<file path="src/rtl/axis_emu_mp.sv">
// ---------------------------------------------------------------------------
// axis_emu_mp
//
// Multi-player analog-axis emulator for the 5200 POT X/Y joystick inputs.
// For each player the axis source is one of:
//   PASS  - the USB analog stick value is forwarded unchanged
//   MOUSE - a saturating accumulator of clamped PS/2 mouse deltas
//   DPAD  - a saturating ramp driven by the D-pad, stepped once per tick
// Any non-zero stick value, or halt, drops the player back to PASS and
// clears that player's accumulators.
//
// Ports
//   CLK_VIDEO     clock
//   reset         synchronous, active-high
//   mouse_stb     toggles once per new mouse packet
//   mouse_dx/dy   signed 9-bit mouse deltas
//   mouse_btn     mouse buttons {R,L}
//   mouse_player  player receiving mouse events (values >= PLAYERS ignored)
//   invert_y      1 = subtract Y delta
//   halt          forces every player to PASS
//   tick          one-cycle ramp strobe (once per frame)
//   analog_in     stick values, {Y,X} per player, player 0 at the LSBs
//   dpad          {U,D,L,R} per player
//   axis_out      registered emulated {Y,X} per player
//   btn_out       mouse buttons for a player in MOUSE mode, else 0
//   emu_active    1 while the player is in MOUSE or DPAD mode
//
// Build option
//   AXIS_AUTOCENTER_EN - when defined, an axis with no input on a tick
//   decays toward 0 by RAMP_STEP (clamping exactly at 0). When undefined,
//   idle axes hold their value.
// ---------------------------------------------------------------------------
module axis_emu_mp #(
    parameter int PLAYERS   = 2,
    parameter int AXIS_W    = 8,
    parameter int STEP_MAX  = 10,
    parameter int RAMP_STEP = 4
) (
    input  logic                          CLK_VIDEO,
    input  logic                          reset,
    input  logic                          mouse_stb,
    input  logic [8:0]                    mouse_dx,
    input  logic [8:0]                    mouse_dy,
    input  logic [1:0]                    mouse_btn,
    input  logic [1:0]                    mouse_player,
    input  logic                          invert_y,
    input  logic                          halt,
    input  logic                          tick,
    input  logic [PLAYERS*2*AXIS_W-1:0]   analog_in,
    input  logic [PLAYERS*4-1:0]          dpad,
    output logic [PLAYERS*2*AXIS_W-1:0]   axis_out,
    output logic [PLAYERS*2-1:0]          btn_out,
    output logic [PLAYERS-1:0]            emu_active
);

    // Two guard bits let a sum overflow the axis range before saturation.
    localparam int ACC_W = AXIS_W + 2;

    typedef enum logic [1:0] {
        MODE_PASS  = 2'd0,
        MODE_MOUSE = 2'd1,
        MODE_DPAD  = 2'd2
    } mode_t;

    localparam logic signed [ACC_W-1:0] SAT_HI  = ACC_W'((1 <<< (AXIS_W-1)) - 1);
    localparam logic signed [ACC_W-1:0] SAT_LO  = ACC_W'(-(1 <<< (AXIS_W-1)));
    localparam logic signed [ACC_W-1:0] RAMP_V  = ACC_W'(RAMP_STEP);
    localparam logic signed [8:0]       STEP_HI = 9'(STEP_MAX);
    localparam logic signed [8:0]       STEP_LO = 9'(-STEP_MAX);

    // Clamp a raw 9-bit mouse delta to +/-STEP_MAX, then widen.
    function automatic logic signed [ACC_W-1:0] clamp_delta(input logic signed [8:0] d);
        logic signed [8:0] c;
        if (d > STEP_HI) begin
            c = STEP_HI;
        end else if (d < STEP_LO) begin
            c = STEP_LO;
        end else begin
            c = d;
        end
        return ACC_W'(c);
    endfunction

    // Add at ACC_W bits and saturate back into the signed axis range.
    function automatic logic signed [AXIS_W-1:0] sat_add(input logic signed [AXIS_W-1:0] a,
                                                         input logic signed [ACC_W-1:0]  b);
        logic signed [ACC_W-1:0] s;
        s = ACC_W'(a) + b;
        if (s > SAT_HI) begin
            s = SAT_HI;
        end else if (s < SAT_LO) begin
            s = SAT_LO;
        end
        return s[AXIS_W-1:0];
    endfunction

`ifdef AXIS_AUTOCENTER_EN
    // Step toward zero; anything closer than one step lands exactly on 0.
    function automatic logic signed [AXIS_W-1:0] decay(input logic signed [AXIS_W-1:0] a);
        logic signed [ACC_W-1:0] w;
        w = ACC_W'(a);
        if (w >= RAMP_V) begin
            w = w - RAMP_V;
        end else if (w <= -RAMP_V) begin
            w = w + RAMP_V;
        end else begin
            w = '0;
        end
        return w[AXIS_W-1:0];
    endfunction
`endif

    // One D-pad axis on a tick: opposing or absent directions mean no input.
    function automatic logic signed [AXIS_W-1:0] ramp_axis(input logic signed [AXIS_W-1:0] a,
                                                           input logic pos,
                                                           input logic neg);
        if (pos && !neg) begin
            return sat_add(a, RAMP_V);
        end
        if (neg && !pos) begin
            return sat_add(a, -RAMP_V);
        end
`ifdef AXIS_AUTOCENTER_EN
        return decay(a);
`else
        return a;
`endif
    endfunction

    // Mouse packet detection: any change of the strobe level is one event.
    // The delayed copy keeps tracking through reset so a strobe left high
    // during reset does not produce a spurious event afterwards.
    logic                    stb_d_reg;
    logic                    mouse_evt;
    logic signed [ACC_W-1:0] dx_c;
    logic signed [ACC_W-1:0] dy_c;
    logic signed [ACC_W-1:0] dy_eff;

    always_ff @(posedge CLK_VIDEO) begin
        stb_d_reg <= mouse_stb;
    end

    assign mouse_evt = mouse_stb ^ stb_d_reg;
    assign dx_c      = clamp_delta(mouse_dx);
    assign dy_c      = clamp_delta(mouse_dy);
    assign dy_eff    = invert_y ? -dy_c : dy_c;

    for (genvar gi = 0; gi < PLAYERS; gi++) begin : g_player
        localparam logic [1:0] IDX = 2'(gi);

        mode_t                    mode_reg;
        mode_t                    mode_next;
        logic signed [AXIS_W-1:0] acc_x_reg;
        logic signed [AXIS_W-1:0] acc_x_next;
        logic signed [AXIS_W-1:0] acc_y_reg;
        logic signed [AXIS_W-1:0] acc_y_next;
`ifdef AXIS_AUTOCENTER_EN
        // Set by a mouse event, cleared by a tick: "had input since last tick".
        logic                     seen_reg;
        logic                     seen_next;
`endif
        logic [AXIS_W-1:0]        ana_x;
        logic [AXIS_W-1:0]        ana_y;
        logic [3:0]               pad;
        logic                     clr;
        logic                     mevt;
        logic [AXIS_W-1:0]        sel_x;
        logic [AXIS_W-1:0]        sel_y;
        logic [1:0]               sel_btn;
        logic                     sel_act;
        logic [2*AXIS_W-1:0]      axis_q_reg;
        logic [1:0]               btn_q_reg;
        logic                     act_q_reg;

        assign ana_x = analog_in[gi*2*AXIS_W +: AXIS_W];
        assign ana_y = analog_in[gi*2*AXIS_W + AXIS_W +: AXIS_W];
        assign pad   = dpad[gi*4 +: 4];
        assign clr   = (ana_x != '0) || (ana_y != '0) || halt;
        assign mevt  = mouse_evt && (mouse_player == IDX);

        // State register
        always_ff @(posedge CLK_VIDEO) begin
            if (reset) begin
                mode_reg  <= MODE_PASS;
                acc_x_reg <= '0;
                acc_y_reg <= '0;
`ifdef AXIS_AUTOCENTER_EN
                seen_reg  <= 1'b0;
`endif
            end else begin
                mode_reg  <= mode_next;
                acc_x_reg <= acc_x_next;
                acc_y_reg <= acc_y_next;
`ifdef AXIS_AUTOCENTER_EN
                seen_reg  <= seen_next;
`endif
            end
        end

        // Next-state: return to PASS beats a mouse event, which beats a tick.
        always_comb begin
            mode_next = mode_reg;
            if (clr) begin
                mode_next = MODE_PASS;
            end else if (mevt) begin
                mode_next = MODE_MOUSE;
            end else if (tick && (pad != 4'd0)) begin
                mode_next = MODE_DPAD;
            end
        end

        // Accumulator update, same priority order as the mode transitions.
        always_comb begin
            acc_x_next = acc_x_reg;
            acc_y_next = acc_y_reg;
`ifdef AXIS_AUTOCENTER_EN
            seen_next  = seen_reg;
`endif
            if (clr) begin
                acc_x_next = '0;
                acc_y_next = '0;
`ifdef AXIS_AUTOCENTER_EN
                seen_next  = 1'b0;
`endif
            end else if (mevt) begin
                acc_x_next = sat_add(acc_x_reg, dx_c);
                acc_y_next = sat_add(acc_y_reg, dy_eff);
`ifdef AXIS_AUTOCENTER_EN
                seen_next  = 1'b1;
`endif
            end else if (tick) begin
`ifdef AXIS_AUTOCENTER_EN
                seen_next = 1'b0;
`endif
                // pad = {U,D,L,R}: X grows with R, Y grows with D.
                if (mode_next == MODE_DPAD) begin
                    acc_x_next = ramp_axis(acc_x_reg, pad[0], pad[1]);
                    acc_y_next = ramp_axis(acc_y_reg, pad[2], pad[3]);
                end
`ifdef AXIS_AUTOCENTER_EN
                else if ((mode_next == MODE_MOUSE) && !seen_reg) begin
                    acc_x_next = decay(acc_x_reg);
                    acc_y_next = decay(acc_y_reg);
                end
`endif
            end
        end

        // Output selection from the current mode.
        always_comb begin
            sel_x   = ana_x;
            sel_y   = ana_y;
            sel_btn = 2'b00;
            sel_act = 1'b0;
            case (mode_reg)
                MODE_MOUSE: begin
                    sel_x   = acc_x_reg;
                    sel_y   = acc_y_reg;
                    sel_btn = mouse_btn;
                    sel_act = 1'b1;
                end
                MODE_DPAD: begin
                    sel_x   = acc_x_reg;
                    sel_y   = acc_y_reg;
                    sel_act = 1'b1;
                end
                default: begin
                end
            endcase
        end

        always_ff @(posedge CLK_VIDEO) begin
            if (reset) begin
                axis_q_reg <= '0;
                btn_q_reg  <= 2'b00;
                act_q_reg  <= 1'b0;
            end else begin
                axis_q_reg <= {sel_y, sel_x};
                btn_q_reg  <= sel_btn;
                act_q_reg  <= sel_act;
            end
        end

        assign axis_out[gi*2*AXIS_W +: 2*AXIS_W] = axis_q_reg;
        assign btn_out[gi*2 +: 2]                = btn_q_reg;
        assign emu_active[gi]                    = act_q_reg;
    end

endmodule
</file>
<file path="config.mk">
export PLATFORM = sky130hd
export DESIGN_NAME = axis_emu_mp
export DESIGN_NICKNAME = d
export VERILOG_FILES = /design/src/rtl/axis_emu_mp.sv
export SDC_FILE = /design/constraint.sdc
export NUM_CORES = 1
export LEC_CHECK = 0
export BUFFER_PORTS_ARGS = -buffer_cell sky130_fd_sc_hd__clkbuf_2
export CAP_MARGIN = 20
export CORE_MARGIN = 8
export CORE_UTILIZATION = 35
export CTS_CLUSTER_SIZE = 10
export DETAILED_ROUTE_END_ITERATION = 16
export GPL_TIMING_DRIVEN = 1
export REMOVE_ABC_BUFFERS = 1
export SLEW_MARGIN = 20
export SYNTH_ARGS = -nofsm -noshare
export SYNTH_HDL_FRONTEND = slang
export SYNTH_SLANG_ARGS = --single-unit
</file>
<file path="constraint.sdc">
create_clock -name CLK_VIDEO -period 7.5 [get_ports CLK_VIDEO]
set_input_delay 1.5 -clock CLK_VIDEO [delete_from_list [all_inputs] [get_ports CLK_VIDEO]]
set_output_delay 1.5 -clock CLK_VIDEO [all_outputs]
set_load 0.1 [all_outputs]
</file>
==> flow_results.org, run 1 <==
** Clock network
- TritonCTS built the clock tree.
- For this design, the CTS-stage hold fixing added 0 buffers.
- Clock-pin slew was measured on the worst setup and hold paths at 0.07 ns.
- Buffers added to address setup during post-CTS repair amount to 0.
- The tree built by TritonCTS fans out to 75 sinks.
- The tree is rooted in a sky130_fd_sc_hd__clkbuf_16.
- The clock passes through at most 2 buffers.
- Total clock buffers created by CTS :: 9
- Gates resized, CTS repair :: 0
- H-tree levels :: 3
- Clock latency on the worst-skew pair, taken at its later pin, is 0.35 ns.

** Setup path
- Worst flop-to-flop path endpoint :: g_player[0].acc_x_reg[1]$_SDFFE_PP0P_
- The worst setup path is of the input port to register kind.
- The worst register-to-register path begins at g_player[0].acc_x_reg[1]$_SDFFE_PP0P_.
- Tracing the worst setup path back leads to its startpoint at mouse_dy[5].
- Measured in cells, the most critical reg-to-reg path has a length of 10.
- At the worst endpoint, the arrival time is 6.01 ns.
- Critical path required time :: 7.70 ns
- Crit. End Element :: register
- Along the worst path, the maximum fanout reaches 15.
- Element type at the critical path start :: input port
- Register-to-register path setup slack :: 4.00 ns

** Worst hold path
- In this run the worst hold path is classified as register to register.
- Hold depth :: 2
- Worst min-delay path endpoint :: g_player[0].mode_reg[1]$_SDFF_PP0_
- The startpoint identified for the worst hold timing path is g_player[0].mode_reg[1]$_SDFF_PP0_.

** Placed design
- Placed wire-length estimate after detailed placement :: 16.7 mm
- In this run, placement finished with an instance count of 1,313.
- The count of buffers added on input and output ports is 105.
- Weighted congestion at the end of routability-driven global placement :: 0.861

** Timing
- The smallest clock period supported by the final layout is computed as 5.80 ns.
- Measured against its own limit, the worst slew margin works out to 0.304.
- Achievable frequency :: 0.172 GHz
- Summed over all failing endpoints, the final setup total negative slack is 0 ns.
- Maximum clock skew at final layout :: 0.0130 ns
- Transition at the pin with the smallest max-transition slack :: 1.04 ns
- Unrepaired setup endpoints after global routing :: false
- The max-slew violation total from the final report is 0.
- The count of endpoints failing hold in the final timing report is 0.
- Setup violations remaining at the end of the flow were counted as 0.
- In the finished design, the share of the clock period the worst path needs comes to 0.774.

** Floorplanning
- Die span in y :: 159 µm
- The die covers 25,400 µm².
- I/O pins :: 106
- From left edge to right edge, the die measures 159 µm.
- Number of standard-cell rows in the floorplan :: 52
- The core region is 20,200 µm².
- Starting density of the core :: 0.356

** Logic synthesis
- Syn Area/Cell :: 7.35 µm²
- The synthesized design contains 75 register bits.
- In the synthesized netlist, the number of instances is 979.
- Fraction of the yosys area taken by sequential cells :: 0.209
- After synthesis the cells add up to 7200 µm².
- The most used flip-flop cell after synthesis is sky130_fd_sc_hd__dfxtp_1.
- For this run, the number of Yosys warnings is 0.
- Unique masters post-synth :: 76
- Counting flops with an async set or reset pin after synthesis yields a share of 0.
- In this run, synthesis inferred 0 flip-flops with an integrated enable.

** Power and ir drop
- IR analysis of the VDD net gives a maximum drop of 0.112 mV.
- In this run the static leakage power is 3.62 nW.
- Design Power :: 1.18 mW
- Power per cell area :: 143 nW/µm²

** Drt
- Average wire length per cell after detail routing :: 16.3 µm
- Dividing the detail-routed via count by the number of cells gives 5.49.
- For this block, the routed nets add up to 21.6 mm of wire.
- First DRT Iteration DRCs :: 524
- After detailed routing, the number of remaining DRC violations is 0.
- The pre-antenna-repair detailed-routing pass consisted of 5 iterations.
- Summing over every cut layer, the via total after detailed routing is 7,292.
- DRT antenna net count :: 0

** Final layout
- The library cell used most frequently in the layout, excluding fill and tap cells, is sky130_fd_sc_hd__nor2_1.
- Final core utilization :: 0.408
- Of the cells placed in the final design, the portion with a size suffix greater than 1 is 0.141.
- The finished layout holds 1,329 standard cells, fillers aside.
- Most used cells in the layout excluding fill and tap cells :: sky130_fd_sc_hd__nor2_1 (117), sky130_fd_sc_hd__clkbuf_2 (105), sky130_fd_sc_hd__a21oi_1 (86)
- Number of flip-flops in the largest register :: 32
- In the final design database the tool counted 1,185 nets.
- Compared with the post-synthesis result, the final layout area differs by 14.6%.
- The repair_antennas step left the layout with diodes totalling 0.

** Global route
- Wire length of the first global-routing pass :: 36.1 mm
- The initial antenna violation count was 0.
- Largest net degree at the start of global routing :: 42
- For this run, the total global-route usage over all layers was measured as 0.169.
- The number of global-route vias before repair is 7,023.
- For this run the aggregate overflow at the end of global routing stands at 0.

** Status
- The flow ran to the end, and the final reports show no timing, DRC or antenna violations.

** Job
- Number of violations of the max-capacitance limit :: 0
-- synthesized netlist by cell type, drive strengths merged (8+ instances only) --
master | n | share of area
nand2b | 22 | 0.019
o31ai | 8 | 0.0083
or3 | 9 | 0.0078
nor2 | 117 | 0.061
xnor2 | 36 | 0.044
nor2b | 18 | 0.016
nor3 | 34 | 0.024
clkbuf | 37 | 0.019
nand2 | 82 | 0.043
nor4 | 13 | 0.011
dfxtp | 75 | 0.21
xor2 | 15 | 0.018
a31oi | 17 | 0.015
ha | 59 | 0.10
a21o | 15 | 0.016
mux2i | 35 | 0.049
and3 | 12 | 0.011
inv | 43 | 0.022
nand3 | 24 | 0.017
a211oi | 16 | 0.017
o21a | 12 | 0.013
o21ai | 67 | 0.047
a21oi | 87 | 0.062
-- metrics by stage --
| step | instance area, µm² | hold WS [ns] | worst slack (ns) |
|---|---|---|---|
| 2_1_floorplan | 7030 | 0.460 | 1.84 |
| 3_3_place_gp | 7910 | 0.482 | 1.51 |
| 3_5_place_dp | 7910 | 0.492 | 1.37 |
| 4_1_cts | 8250 | 0.502 | 1.73 |
| 5_1_grt | 8250 | 0.548 | 1.32 |
| 6_report | 8250 | 0.508 | 1.70 |
-- power by group --
| group | internal [mW] | switching, mW |
|---|---|---|
| Sequential | 0.408 | 0.00267 |
| Combinational | 0.0803 | 0.183 |
| Clock | 0.305 | 0.203 |
| Total | 0.792 | 0.389 |
-- worst max-delay path by stage --
stage	to	slack, ns	cells after the start
finish	g_player[0].acc_y_reg[2]$_SDFFE_PP0P_	1.70	24
global route	g_player[0].acc_y_reg[3]$_SDFFE_PP0P_	1.32	24
CTS	g_player[0].acc_y_reg[2]$_SDFFE_PP0P_	1.73	24
detailed placement	g_player[0].acc_y_reg[2]$_SDFFE_PP0P_	1.37	24
global placement	g_player[0].acc_y_reg[2]$_SDFFE_PP0P_	1.51	24
floorplan	g_player[0].acc_y_reg[2]$_SDFFE_PP0P_	1.84	21
-- routing by layer --
layer  share of wire  global-route usage
met1            0.49               0.227
met2            0.44               0.267
met3           0.054              0.0339
met4           0.014              0.0497
met5               0                   0
-- area by class of cell --
cell class / count / area, µm²
Clock inverter: 6 / 95.1
Tap cell: 270 / 338
Multi-Input combinational cell: 817 / 5370
Clock buffer: 10 / 239
Inverter: 43 / 161
Fill cell: 2091 / 12000
Sequential cell: 75 / 1500
Timing Repair Buffer: 108 / 548
-- critical path, cell delays in order --
cell	delay, ns
sky130_fd_sc_hd__clkbuf_2	0.14
sky130_fd_sc_hd__nand4_1	0.10
sky130_fd_sc_hd__nor2_1	0.09
sky130_fd_sc_hd__nand2_1	0.06
sky130_fd_sc_hd__ha_1	0.53
sky130_fd_sc_hd__nor2_1	0.09
sky130_fd_sc_hd__and2_1	0.21
sky130_fd_sc_hd__inv_1	0.07
sky130_fd_sc_hd__ha_1	0.15
sky130_fd_sc_hd__nand2_1	0.10
sky130_fd_sc_hd__or3_1	0.34
sky130_fd_sc_hd__a21oi_1	0.14
sky130_fd_sc_hd__o21ai_0	0.08
sky130_fd_sc_hd__a21oi_1	0.20
sky130_fd_sc_hd__ha_1	0.29
sky130_fd_sc_hd__or2_2	0.32
sky130_fd_sc_hd__and3_1	0.19
sky130_fd_sc_hd__o21a_1	0.11
sky130_fd_sc_hd__nor3_1	0.32
sky130_fd_sc_hd__nor2_1	0.11
sky130_fd_sc_hd__a32o_1	0.28
sky130_fd_sc_hd__a211o_2	0.33
sky130_fd_sc_hd__a31oi_1	0.19
sky130_fd_sc_hd__a311oi_1	0.06
-- logic make-up (layout without fill, tap and decap cells) --
group / count (synthesis) / in the layout / share of synthesized area
buf+inv: 87 / 167 / 0.0464
compound gates: 284 / 284 / 0.251
mux: 37 / 37 / 0.0518
simple gates: 381 / 381 / 0.265
fa+ha+maj: 64 / 64 / 0.115
xor+xnor: 51 / 51 / 0.0621
flops: 75 / 75 / 0.209
(Power assumes the default switching activity.)
==> inputs of run 2 (changes only) <==
==> constraint.sdc (replaced) <==
create_clock -name CLK_VIDEO -period 5.2 [get_ports CLK_VIDEO]
set_input_delay 1.04 -clock CLK_VIDEO [delete_from_list [all_inputs] [get_ports CLK_VIDEO]]
set_output_delay 1.04 -clock CLK_VIDEO [all_outputs]
set_load 0.1 [all_outputs]
==> flow_results.org, run 2 (same netlist as run 1, synthesis figures left out) <==
** Global route
- Summed over all layers, the global routing overflow is 0.
- Number of global-route vias before repair :: 7,094
- Across every metal layer, demand over resource in global routing totals 0.168.
- Entering global routing, the biggest net connects 26 pins.
- The initial antenna violation count was 0.
- The first global-routing pass estimated 36.2 mm of wire.

** Drt
- Initial DRT Pass Iterations :: 7
- The first routing iteration left 502 violations.
- For this run, design rule violations remaining after detail routing come to 0.
- Vias after detailed routing :: 7,333
- Using the TritonRoute via totals, the vias-per-cell ratio works out to 5.44.
- Dividing the detail-routed wire length by the instance count gives 16.1 µm.
- DRT antenna net count :: 0
- The routed design has 21.6 mm of wire.

** Clock network
- Clk_lat worst skew :: 0.36 ns
- The number of gates resized after CTS was 0.
- Clock tree root driver cell :: sky130_fd_sc_hd__clkbuf_16
- Post-CTS clock slew at the launch and capture registers of the worst setup and hold paths :: 0.07 ns
- Number of buffers added to fix hold violations after cts :: 0
- H-tree levels :: 3
- Largest buffer count on any clock path :: 2
- Setup Fix Bufs, Post-CTS :: 0
- The number of clock buffers added by TritonCTS is 9.
- TritonCTS built the clock tree.
- Counting every sink on the clock net gives 75.

** Setup path
- Register-to-register path setup slack :: 2.10 ns
- Critical path required time :: 5.41 ns
- At the worst endpoint, the arrival time is 5.00 ns.
- Crit. End Element :: register
- CP Max Fanout :: 7
- Element type at the critical path start :: input port
- By startpoint and endpoint, the worst setup path is classified as input port to register.

** Floorplanning
- For this configuration, the core starts out at a cell density of 0.356.
- From bottom edge to top edge, the die measures 159 µm.
- The core region is 20,200 µm².
- 106 I/O pins were placed.
- Die area :: 25,400 µm²
- The initialized floorplan defines 52 standard-cell rows.
- Die width :: 159 µm

** Timing
- Max-slew headroom :: 0.305
- After routing, the total negative slack on setup checks comes to 0 ns.
- Unrepaired setup endpoints after global routing :: false
- Transition at the pin with the smallest max-transition slack :: 1.04 ns
- Hold Violations, Final :: 0
- Maximum clock skew at final layout :: 0.0118 ns
- Final count of negative-setup-slack endpoints :: 0
- The routed design could run at a clock period as short as 4.79 ns.
- Achievable frequency :: 0.209 GHz
- Count of pins over their slew limit :: 0
- Final worst-path cycle share :: 0.921

** Placed design
- Instance area at placement :: 8050 µm²
- Weighted congestion at the end of routability-driven global placement :: 0.870
- Placed wire-length estimate after detailed placement :: 17.1 mm
- In this run the tool buffered the top-level ports with 105 buffer cells.

** Final layout
- Fin nets :: 1,204
- Ratio of cells with drive above 1 in the final layout :: 0.158
- Leaving out fill and tap cells, the most frequent cells in the layout are sky130_fd_sc_hd__nor2_1 (117), sky130_fd_sc_hd__clkbuf_2 (105), sky130_fd_sc_hd__a21oi_1 (86).
- Cell area after layout :: 8370 µm²
- Once layout is complete, the utilization of the core stands at 0.414.
- Most common cell after layout, fill and taps aside :: sky130_fd_sc_hd__nor2_1
- Number of flip-flops in the largest register :: 32
- Relative to the synthesized area, the layout overhead comes to 16.3%.
- Inserted Diodes :: 0

** Power and ir drop
- Worst voltage drop across the vdd grid :: 0.137 mV
- Power per cell area :: 196 nW/µm²
- Leakage power :: 3.70 nW
- Design Power :: 1.64 mW

** Job
- Number of violations of the max-capacitance limit :: 0

** Status
- The run finished with clean final reports.

** Worst hold path
- The path class of the tightest hold or removal check is register to register.
run 2: stage by stage:
step           setup slack, ns  std cells  hold WS, ns
2_1_floorplan          0.00213        935        0.460
3_3_place_gp             0.128       1332        0.494
3_5_place_dp            0.0499       1332        0.496
4_1_cts                  0.427       1348        0.508
5_1_grt                 0.0109       1348        0.535
6_report                 0.408       1348        0.502
run 2: routing by layer:
metal	track usage	vias to the layer above	part of all wire
li1	-	3746	-
met2	0.274	174	0.45
met5	0	-	0
met4	0.0347	0	0.0089
met1	0.225	3395	0.49
met3	0.0323	18	0.047
run 2: worst max-delay path, stage by stage:
cell	delay [ns]
sky130_fd_sc_hd__clkbuf_2	0.12
sky130_fd_sc_hd__nand4_1	0.10
sky130_fd_sc_hd__nor2_1	0.10
sky130_fd_sc_hd__nand2_1	0.06
sky130_fd_sc_hd__ha_1	0.31
sky130_fd_sc_hd__nor2_1	0.05
sky130_fd_sc_hd__and2_1	0.17
sky130_fd_sc_hd__inv_1	0.05
sky130_fd_sc_hd__ha_1	0.15
sky130_fd_sc_hd__nand2_1	0.07
sky130_fd_sc_hd__or3_1	0.32
sky130_fd_sc_hd__a21oi_1	0.15
sky130_fd_sc_hd__o21ai_0	0.09
sky130_fd_sc_hd__a21oi_1	0.19
sky130_fd_sc_hd__ha_1	0.29
sky130_fd_sc_hd__or2_2	0.32
sky130_fd_sc_hd__and3_1	0.19
sky130_fd_sc_hd__o21a_1	0.12
sky130_fd_sc_hd__nor3_2	0.20
sky130_fd_sc_hd__nor2_1	0.10
sky130_fd_sc_hd__a32o_1	0.26
sky130_fd_sc_hd__a211o_2	0.33
sky130_fd_sc_hd__a31oi_1	0.18
sky130_fd_sc_hd__a311oi_1	0.06
run 2: path summary, 6_finish.rpt:
path / from / endpoint / cells past startpoint
setup reg to reg: g_player[0].acc_x_reg[1]$_SDFFE_PP0P_ / g_player[0].acc_x_reg[1]$_SDFFE_PP0P_ / 11
hold reg to reg: g_player[0].mode_reg[1]$_SDFF_PP0_ / g_player[0].mode_reg[1]$_SDFF_PP0_ / 2
hold / removal: g_player[0].mode_reg[1]$_SDFF_PP0_ / g_player[0].mode_reg[1]$_SDFF_PP0_ / 2
setup / recovery: mouse_dy[8] / g_player[0].acc_y_reg[2]$_SDFFE_PP0P_ / 24
run 2: final cells by class:
cell class / count / area [µm²]
fillers: 2111 / 11900
inverters: 43 / 161
multi-input cells: 817 / 5380
clock inverters: 7 / 76.3
flip-flops and latches: 75 / 1500
clock buffers: 9 / 225
repair buffers: 127 / 691
well taps: 270 / 338
run 2: power by group:
part / internal (mW) / switching [mW]
combinational: 0.124 / 0.268
clock: 0.344 / 0.318
sequential: 0.587 / 0.00395
==> inputs of run 3 (changes only) <==
--- a/config.mk
+++ b/config.mk
@@ -7,11 +7,15 @@
 export LEC_CHECK = 0
 export BUFFER_PORTS_ARGS = -buffer_cell sky130_fd_sc_hd__clkbuf_2
 export CAP_MARGIN = 20
+export CELL_PAD_IN_SITES_DETAIL_PLACEMENT = 1
+export CELL_PAD_IN_SITES_GLOBAL_PLACEMENT = 2
 export CORE_MARGIN = 8
-export CORE_UTILIZATION = 35
+export CORE_UTILIZATION = 30
+export CTS_BUF_LIST = sky130_fd_sc_hd__clkbuf_16
 export CTS_CLUSTER_SIZE = 10
 export DETAILED_ROUTE_END_ITERATION = 16
 export GPL_TIMING_DRIVEN = 1
+export PLACE_DENSITY_LB_ADDON = 0.1
 export REMOVE_ABC_BUFFERS = 1
 export SLEW_MARGIN = 20
 export SYNTH_ARGS = -nofsm -noshare
==> flow_results.org, run 3 (same netlist as run 1, synthesis figures left out) <==
** Drt
- After detailed routing, the total wire length is 26.0 mm.
- Average wire length per cell after detail routing :: 18.4 µm
- Using the TritonRoute via totals, the vias-per-cell ratio works out to 5.29.
- Before antenna repair, the detailed router went through 4 iterations.
- In the routed design, unresolved DRC markers number 0.
- DRT antenna net count :: 0
- Vias after detailed routing :: 7,467
- First DRT Iteration DRCs :: 247

** Final layout
- Of the cells placed in the final design, the portion with a size suffix greater than 1 is 0.166.
- After routing the design area is 8570 µm².
- Area of all sequential standard cells :: 1500 µm²
- Summing all multi-input logic gate instances after layout gives 5380 µm².
- Most common cell after layout, fill and taps aside :: sky130_fd_sc_hd__nor2_1
- Fillcell total :: 3,010
- The library cells used most frequently in the layout, excluding fill and tap cells, are sky130_fd_sc_hd__nor2_1 (117), sky130_fd_sc_hd__clkbuf_2 (105), sky130_fd_sc_hd__a21oi_1 (85).
- Inserted Diodes :: 0
- Final core utilization :: 0.364
- Number of flip-flops in the largest register :: 32
- In the final design database the tool counted 1,218 nets.
- Layout-stage area growth over the synthesis result :: 19.0%

** Setup path
- Worst flop-to-flop path endpoint :: g_player[1].acc_x_reg[3]$_SDFFE_PP0P_
- Library cell contributing the largest single delay on the critical path :: sky130_fd_sc_hd__ha_1
- Startpoint of the worst register-to-register path :: g_player[1].acc_x_reg[2]$_SDFFE_PP0P_
- Traced cell by cell, the critical path runs through clkbuf_2, nand4_1, nor2_1, nand2_1, ha_1, nor2_1, and2_1, inv_1, ha_1, nand2_1, or3_1, a21oi_1, o21ai_0, a21oi_2, ha_1, or2_2, and3_1, o21a_1, nor3_2, nor2_1, a32o_1, a211o_2, a31oi_1, a311oi_1.
- In this design, the stage delay of the slowest critical-path cell is 0.34 ns.
- Critical path required time :: 5.39 ns
- Register-to-register path setup slack :: 1.96 ns
- Arrival time reported for the critical path endpoint :: 5.07 ns
- Crit. End Element :: register
- Along the worst path, the maximum fanout reaches 7.
- Element type at the critical path start :: input port
- Measured in cells, the most critical reg-to-reg path has a length of 10.
- The critical path starts at mouse_dy[8].
- Kind of critical path :: input port to register

** Timing
- The count of endpoints failing hold in the final timing report was 0.
- Measured against its own limit, the worst slew margin works out to 0.306.
- Maximum clock skew at final layout :: 0.0169 ns
- Final worst-path cycle share :: 0.939
- Final count of negative-setup-slack endpoints :: 0
- Count of pins over their slew limit :: 0
- After layout, the minimum clock period comes to 4.88 ns.
- For the pin with the worst max-slew slack, the measured transition is 1.04 ns.
- Derived from the worst setup path, the maximum achievable clock frequency is 0.205 GHz.
- Setup repair after global routing left no endpoint under its margin.

** Power and ir drop
- Sw power :: 0.555 mW
- Comb power frac :: 0.238
- Overall power consumption after layout is estimated at 1.74 mW.
- Internal power contribution :: 1.19 mW
- Worst voltage drop across the vdd grid :: 0.132 mV
- Of the total power, registers draw 0.340.
- Of the total power, the share spent switching nets is 0.319.
- The share of total power dissipated in the clock network is 0.422.
- Power per cell area :: 203 nW/µm²
- Leakage power :: 3.78 nW

** Global route
- After global routing the overflow that remains totals 0.
- The number of global-route vias before repair was 7,663.
- Initial antenna violation count :: 1
- Entering global routing, the biggest net connects 26 pins.
- Total GRT Usage :: 0.178
- Wire length of the first global-routing pass :: 41.8 mm

** Clock network
- Buffers inserted during clock tree synthesis total 9.
- After clock tree synthesis, the clock-pin slew on the worst setup and hold paths is 0.07 ns.
- For the worst-skew pair, the clock arrives at the later sink with an insertion delay of 0.35 ns.
- Clock tree root driver cell :: sky130_fd_sc_hd__clkbuf_16
- The H-tree was split into 3 levels.
- The clock passes through at most 2 buffers.
- TritonCTS built the clock tree.
- Num Clock Sinks :: 75
- Setup Fix Bufs, Post-CTS :: 0

** Placed design
- Count of buffers from port buffering :: 105
- Placed wire-length estimate after detailed placement :: 20.6 mm
- The congestion estimate from routability-driven global placement came to 0.784.
- Once placement finished, the instance area stood at 8230 µm².

** Floorplanning
- The die is 171 µm wide.
- 106 I/O pins were placed.
- Die area :: 29,200 µm²
- Row generation in the floorplan step produced 56 rows.
- In this run the vertical extent of the chip is 171 µm.
- Starting density of the core :: 0.306
- In this run the standard cell core region covers 23,500 µm².

** Worst hold path
- The startpoint identified for the worst hold timing path is g_player[0].mode_reg[1]$_SDFF_PP0_.
- Hold depth :: 2
- Worst min-delay path endpoint :: g_player[0].mode_reg[1]$_SDFF_PP0_
- Tightest Hold Check Type :: register to register

** Job
- Across the run, the number of max-cap violations was 0.

** Status
- The flow ran to the end, and the final reports show no timing, DRC or antenna violations.
-- run 3: worst max-delay path by stage --
stage / to / slack, ns / depth (start not counted)
3_3_place_gp: g_player[0].acc_y_reg[2]$_SDFFE_PP0P_ / -0.02 / 24
2_1_floorplan: g_player[0].acc_y_reg[2]$_SDFFE_PP0P_ / 0.002 / 21
3_5_place_dp: g_player[0].acc_y_reg[2]$_SDFFE_PP0P_ / -0.12 / 24
6_report: g_player[0].acc_y_reg[2]$_SDFFE_PP0P_ / 0.32 / 24
5_1_grt: g_player[0].acc_y_reg[1]$_SDFFE_PP0P_ / 0.01 / 25
4_1_cts: g_player[0].acc_y_reg[2]$_SDFFE_PP0P_ / 0.24 / 24
-- run 3: power by group through the flow --
| stage | Clock (mW) | Sequential (mW) | Combinational, mW |
|---|---|---|---|
| 2_1_floorplan | 0 | 0.701 | 0.175 |
| 3_3_place_gp | 0 | 0.605 | 0.414 |
| 3_5_place_dp | 0 | 0.605 | 0.415 |
| 4_1_cts | 0.756 | 0.592 | 0.418 |
| 5_1_grt | 0.778 | 0.593 | 0.454 |
| 6_report | 0.736 | 0.592 | 0.414 |
-- run 3: routing by layer --
metal | GRT usage | wire, µm
met3 | 0.0366 | 1140
met1 | 0.236 | 12700
met2 | 0.296 | 11900
met5 | 0 | 0
met4 | 0.0355 | 241
-- run 3: timing repair --
action | 4_1_cts | 5_1_grt
hold buffers | 0 | 0
hold endpoints to repair | 0 | 0
gates resized for setup | 0 | 3
endpoints found under the setup margin | 0 | 7
-- run 3: final cells by class --
cell class / count / share of cell area
well taps: 319 / 0.0466
repair buffers: 141 / 0.0929
flip-flops and latches: 75 / 0.175
multi-input cells: 817 / 0.627
clock inverters: 7 / 0.0127
clock buffers: 9 / 0.0263
inverters: 43 / 0.0188
-- run 3: worst max-delay path, delay by kind of cell --
family          cells  cell delay, ns
compound gates      8            1.37
fa+ha+maj           3            0.77
buf+inv             2            0.18
simple gates       11            1.74
-- run 3: through the flow --
stage	setup WS (ns)	hold WS, ns	instances	TNS (ns)
floorplan	0.00213	0.460	935	0
detailed placement	-0.122	0.497	1395	-0.673
global route	0.00977	0.549	1411	0
CTS	0.244	0.509	1411	0
finish	0.318	0.514	1411	0
global placement	-0.0155	0.484	1395	-0.0155
